$ cat config.mk
export PLATFORM = sky130hd
export DESIGN_NAME = tick_gen
export DESIGN_NICKNAME = d
export VERILOG_FILES = /design/src/rtl/tick_gen.sv
export SDC_FILE = /design/constraint.sdc
export NUM_CORES = 1
export LEC_CHECK = 0
export CAP_MARGIN = 20
export CORE_MARGIN = 8
export CORE_UTILIZATION = 30
export CTS_CLUSTER_DIAMETER = 40
export DETAILED_ROUTE_END_ITERATION = 10
export PLACE_DENSITY = 0.59
export SYNTH_ARGS = -nofsm -noshare
export SYNTH_HDL_FRONTEND = slang
export SYNTH_SLANG_ARGS = --single-unit
$ cat constraint.sdc
create_clock -name clk -period 2.7 [get_ports clk]
set_input_delay 0.27 -clock clk [delete_from_list [all_inputs] [get_ports clk]]
set_output_delay 0.27 -clock clk [all_outputs]
set_load 0.02 [all_outputs]
$ cat src/rtl/tick_gen.sv
// Parametrised timebase: divides clk into second, half-second, blink and minute
// pulses, with a per-mode divisor (normal, fast-set, test) and a pause mode.
module tick_gen #(
  parameter int CLK_HZ   = 50000000,
  parameter int FAST_HZ  = 8,
  parameter int TEST_DIV = 10,
  parameter int CNT_W    = 26
) (
  input  logic             clk,
  input  logic             rst,
  input  logic             en,
  input  logic             clear,
  input  logic [1:0]       mode,
  output logic [CNT_W-1:0] counter,
  output logic [5:0]       sec_count,
  output logic             tick_sec,
  output logic             tick_half,
  output logic             blink,
  output logic             tick_min
);

  localparam logic [1:0] MODE_NORM  = 2'b00;
  localparam logic [1:0] MODE_FAST  = 2'b01;
  localparam logic [1:0] MODE_TEST  = 2'b10;
  localparam logic [1:0] MODE_PAUSE = 2'b11;

  localparam int DIV_NORM = CLK_HZ;
  localparam int DIV_FAST = CLK_HZ / FAST_HZ;
  localparam int DIV_TEST = TEST_DIV;

  localparam logic [CNT_W-1:0] NORM_LAST = CNT_W'(DIV_NORM - 1);
  localparam logic [CNT_W-1:0] NORM_HALF = CNT_W'(DIV_NORM / 2 - 1);
  localparam logic [CNT_W-1:0] FAST_LAST = CNT_W'(DIV_FAST - 1);
  localparam logic [CNT_W-1:0] FAST_HALF = CNT_W'(DIV_FAST / 2 - 1);
  localparam logic [CNT_W-1:0] TEST_LAST = CNT_W'(DIV_TEST - 1);
  localparam logic [CNT_W-1:0] TEST_HALF = CNT_W'(DIV_TEST / 2 - 1);
  localparam logic [CNT_W-1:0] CNT_ONE   = CNT_W'(1);

  logic [1:0]       mode_q;
  logic [CNT_W-1:0] last_cnt;
  logic [CNT_W-1:0] half_cnt;
  logic             mode_change;
  logic             paused;

  always_comb begin
    last_cnt = NORM_LAST;
    half_cnt = NORM_HALF;
    case (mode_q)
      MODE_FAST: begin
        last_cnt = FAST_LAST;
        half_cnt = FAST_HALF;
      end
      MODE_TEST: begin
        last_cnt = TEST_LAST;
        half_cnt = TEST_HALF;
      end
      default: ;
    endcase
  end

  // Selecting pause is not a mode change: mode_q keeps the running divisor so
  // leaving pause resumes the count exactly where it stopped, just like en=0.
  assign mode_change = (mode != mode_q) && (mode != MODE_PAUSE);
  assign paused      = !en || (mode == MODE_PAUSE);

  always_ff @(posedge clk) begin
    if (rst || clear) begin
      counter   <= '0;
      sec_count <= '0;
      tick_sec  <= 1'b0;
      tick_half <= 1'b0;
      tick_min  <= 1'b0;
      blink     <= 1'b1;
      mode_q    <= mode;
    end else if (mode_change) begin
      counter   <= '0;
      tick_sec  <= 1'b0;
      tick_half <= 1'b0;
      tick_min  <= 1'b0;
      blink     <= 1'b1;
      mode_q    <= mode;
    end else if (paused) begin
      tick_sec  <= 1'b0;
      tick_half <= 1'b0;
      tick_min  <= 1'b0;
    end else if (counter == last_cnt) begin
      counter   <= '0;
      tick_sec  <= 1'b1;
      tick_half <= 1'b1;
      blink     <= 1'b1;
      if (sec_count == 6'd59) begin
        sec_count <= '0;
        tick_min  <= 1'b1;
      end else begin
        sec_count <= sec_count + 6'd1;
        tick_min  <= 1'b0;
      end
    end else if (counter == half_cnt) begin
      counter   <= counter + CNT_ONE;
      tick_sec  <= 1'b0;
      tick_half <= 1'b1;
      tick_min  <= 1'b0;
      blink     <= 1'b0;
    end else begin
      counter   <= counter + CNT_ONE;
      tick_sec  <= 1'b0;
      tick_half <= 1'b0;
      tick_min  <= 1'b0;
    end
  end

endmodule

**After elaboration in Yosys (flattened, before gate mapping)**

Cells that the tools add are included.

- $add $sub $neg: 2
- Equality and inequality tests: 8
- Muxes and demuxes: 12
- Bitwise operators: 3
- Reductions and logical operators: 11

Operators with widths:

| operator | count |
|---|---|
| $eq 26x26->1 | 2 |
| $pmux 26 s2 | 1 |
| $pmux 25 s2 | 1 |
| $add 26x1->26 const B | 1 |
| $mux 26 | 1 |
| $add 6x1->6 const B | 1 |
| $eq 6x6->1 const B | 1 |
| $mux 1 | 6 |
| $mux 6 | 1 |
| $eq 2x2->1 const B | 2 |
| $mux 2 | 2 |
| $reduce_bool 2->1 | 2 |
| $reduce_or 4->1 | 1 |
| $not 1->1 | 3 |
| $reduce_and 3->1 | 1 |
| $reduce_or 3->1 | 1 |
| $eq 2x1->1 const B | 1 |
| $logic_or 1x1->1 | 2 |
| $ne 2x2->1 | 1 |
| $ne 2x2->1 const B | 1 |
| $reduce_and 2->1 | 1 |
| $reduce_or 2->1 | 1 |
| $logic_and 1x1->1 | 1 |
| $logic_not 1->1 | 1 |

- Register bits: 38
- Bits of input ports: 6
- Output and inout port bits: 36
- Word-level logic and storage cells: 43

**Longest topological paths before layout**

- Depth after elaboration: 5
- Gate-level depth with buffers: 10
- Depth with buffers taken out: 7

**Least setup slack after synthesis**

No wires, ideal clock.

- Kind: register to register
- Start point: reg mode_q[0]
- End point: reg counter[17]
- Setup time: 0.115 ns
- Arrival: 2.187 ns
- Required time: 2.585 ns
- Path slack: 0.398 ns
- Stages on the path, launching flop included: 10
- Buffers on the path: 3
- Clock period less this slack: 2.302 ns
- Cell sequence: edfxtp_1 inv_1 ha_1 clkbuf_2 or3_1 a2111oi_4 a2111o_1 buf_6 buf_12 nor2_1

- Longest elaborated chain between the ends: 4
- Elaborated cells between the ends (all ways): 8
- Those cells by class: 4 x eq/ne; 2 x mux; 2 x reduce/logical

RTL lines:

| what | line | RTL |
|---|---|---|
| start, declared | 39 | `logic [1:0] mode_q;` |
| start signal, assigned | 74 | `mode_q <= mode;` |
| start signal, assigned | 81 | `mode_q <= mode;` |
| $eq 2x2->1 or $eq 2x1->1 (tied branches) | 48 | `case (mode_q)` |
| $pmux 26 s2 | 48 |  |
| $eq 26x26->1 | 86 | `end else if (counter == last_cnt) begin` |
| $mux 26 | 86 |  |
| end signal, assigned | 99 | `counter <= counter + CNT_ONE;` |
| end signal, assigned | 105 | `counter <= counter + CNT_ONE;` |
| end, declared | 14 | `output logic [CNT_W-1:0] counter,` |

Several ways; a longest one is shown, not always the timed one.
A chain may end at the register's enable or synchronous reset.

**Worst setup path after layout**

- Start point: reg mode_q[0]
- End point: reg counter[25]

Same word-level chain as after synthesis.

==> reports/summary.md <==
• finished, final reports clean — status
• blink — startpoint of the worst hold path
• 383.0 mW/mm2 — areal power density over the cells
• 101.2 um — overall die height
• 0.8289 — final weighted congestion in routability-driven placement
• 2.87 ns — Data required, critical path
• 4379 um — half-perimeter wire length after placement
• 0.29 ns — latest clock arrival within the worst-skew pair
• dfxtp_1 33%, xnor2_1 6.4%, nor2_1 5.2% — cells taking the most area after synthesis
• 0.9190% — share of synthesized area spent on multiplexers
• 147.8 uV — maximum ir drop on the vdd rail
• 396 — Post-Layout Cell Count
• 4 — First-pass DRT Iterations
• simple AND/OR/NAND/NOR gates — largest family of logic cells by synthesized area
• 388 — Cells after DPL
• 27 — top fanout value on the critical path
• 1 — Hold Path Stages
• 0.002178 mm2 — netlist area before placement
• 6.397% — layout cell share with drive strength beyond 1
• 5755 um — wire length reported by the detailed router
• 38 — clk sinks
• 0 — diode insertion count for antenna repair
• 2041 — total number of vias
• 56.90% — max_slew headroom
• 2.57 ns — Worst Path Arrival
• 0.30 ns — flop-to-flop setup slack
• 0 ns — Final TNS setup
• 11.58% — overall track demand over capacity in global routing
• false — setup repair after global routing missed its margin
• flop — type of origin of the critical path
• built — clock tree from TritonCTS
• 0 — Gates resized, CTS repair
• 2 — CTS Buffer Depth
• 218 — number of DRC markers in iteration 0
• flop — kind of end point of the critical path
• 253 — Post-Synthesis Cells
• 0 — number of maximum-capacitance violations
• 0% — Synth async-reset ratio
• 35.84% — part of the Yosys area used for sequential elements
• 5.154 — via density per instance
• 11.60% — fraction of the mapped netlist area in compound gates
• 0.4159 GHz — achievable frequency
• 0 — Routed Antenna Nets
• dfxtp_1 — post-synth top area cell
• 2.404 ns — final period demand of the worst path
• blink — capture endpoint of the worst hold path
• 0.01024 mm2 — area of the die
• 5 — TritonCTS buffer count
• reg -> reg — crit path kind
• 0.004939 ns — setup skew after layout
• 0 — max-slew violations
• 0.4647 ns — worst-case hold slack
• 2.298% — adder-cell area share of the yosys netlist
• mode_q[0] — startpoint of the lowest-slack register-to-register path
• 14.53 um — average detailed-routed wire length per instance
• 0 — remaining design rule violation count
• 33.08% — area fraction of the dominant cell type after synthesis
• 0 — hold buffer count at CTS
• 0 — number of setup buffers added after CTS
• 30.52% — effective utilization at floorplan
• 2 — # H-tree levels
• 0 — Warnings, synthesis
• 31 — num rows
• 33.72% — basic-gate share of the synthesized area counting and, or, nand and nor cells
• 263 — nets in the synthesized netlist
• 7 — worst-case reg-to-reg path depth
• 8.610 um2 — synthesized area per cell
• 46 — unique cell type count in the Yosys netlist
• 1.053 mW — total design power
• 41 — PortBufs
• reg -> reg — worst hold path type
• 2 — number of synthesized flops with an enable pin
• 1847 — via count of the first global-routing pass
• 42 — I/O pin count
• 0 — hold violation count in the final report
• counter[25] — endpoint of the worst-slack reg-to-reg timing path
• 0.8781 nW — Leak Pwr
• 0.07 ns — clock input transition at the sequential cells of the worst setup and hold paths
• 9453 um — global-route wire length before repair
• 306 — net total in the final layout
• 0 — total of endpoints with negative setup slack in the final report
• dfxtp_1 — Top FF cell, synth
• clkbuf_8 — cell at the root of the clock tree
• 10.05% — fraction of synthesized cell area in xor and xnor cells
• 0.6441 ns — actual transition at the worst max-transition pin
• 0 — final global-route overflow total
• 0.007137 mm2 — placeable core area
• 38 — flops & latches, synth
• 26.25% — area overhead of the layout relative to synthesis
• 89.05% — period utilisation layout
• 0 — number of antenna violations at the first check in global routing
• 101.2 um — Die W
• 28 — pin count of the biggest net entering global routing
==> power by group <==
part	switching (mW)	internal [mW]	leakage, nW
Clock	0.193	0.206	0.0482
Combinational	0.0513	0.0326	0.519
Sequential	0.00301	0.568	0.311
==> worst max-delay path: stages, from the launching register on <==
cell	delay, ns
edfxtp_1	0.41
ha_1	0.32
nor4_1	0.29
o22ai_1	0.17
a2111oi_4	0.50
a2111o_1	0.22
buf_4	0.27
nor2_1	0.09
==> cell type report <==
cell class              count  area (um2)
clock inverters             1       5.005
clock buffers               7       86.33
repair buffers             47       455.4
flip-flops and latches     38       780.7
multi-input cells         198        1276
inverters                   6       22.52
fillers                   757        4387
well taps                  99       123.9
==> cells in the final DEF, fill, tap and decap left out, types with 9 or more instances in the layout <==
cell,count
xnor2_1,16
clkdlybuf4s50_1,41
nor2_1,30
nor3_1,11
dfxtp_1,36
nand3_1,12
nor4_1,10
nand2_1,24
and3_1,10
xor2_1,9
nand4_1,9
==> logic make-up after synthesis <==
logic type                 after synthesis
AOI/OAI and AO/OA                       30
DFF                                     38
xor gates and xnor gates                25
muxes                                    2
buffers and inverters                   17
adders and majority gates                4
and+or+nand+nor                        137
==> cell usage after synthesis (5+ instances only) <==
master   count
xor2_1       9
or3_1        5
nand2_1     24
and3_1      10
nor2_1      30
and4_1       5
xnor2_1     16
nand4_1      9
dfxtp_1     36
inv_1        6
o21ai_0      5
nor3_1      11
nor4_1      10
nand3_1     12
a21oi_1      6
==> registers in the layout (all words and copies together) (netlist names) <==
name and cells:
tick_min 1, tick_sec 1, tick_half 1, counter 26
sec_count 6, blink 1, mode_q 2
==> metrics by stage <==
stage	util, %	cell area [um2]	worst slack, ns
after floorplan	-	2178	0.3976
after global placement	37.25	2659	0.3473
after detailed placement	37.25	2659	0.3156
after CTS	38.53	2750	0.2842
after global routing	38.53	2750	0.1478
final	38.53	2750	0.2956
==> per-layer routing <==
layer	share of wire (%)	track usage [%]
met4	1.8	4.811
met2	47	17.97
met5	0	0
met1	47	15.18
met3	4.4	2.405
==> how the worst max path moves through the flow <==
stage                        end      start  cells after the start  slack [ns]
floorplan            counter[17]  mode_q[0]                      9        0.40
global placement    sec_count[1]  mode_q[0]                      7        0.35
detailed placement  sec_count[1]  mode_q[0]                      7        0.32
CTS                 sec_count[1]  mode_q[0]                      7        0.28
global route          counter[5]  mode_q[0]                      8        0.15
finish               counter[25]  mode_q[0]                      7        0.30
Power figures use the tool's default switching activity.
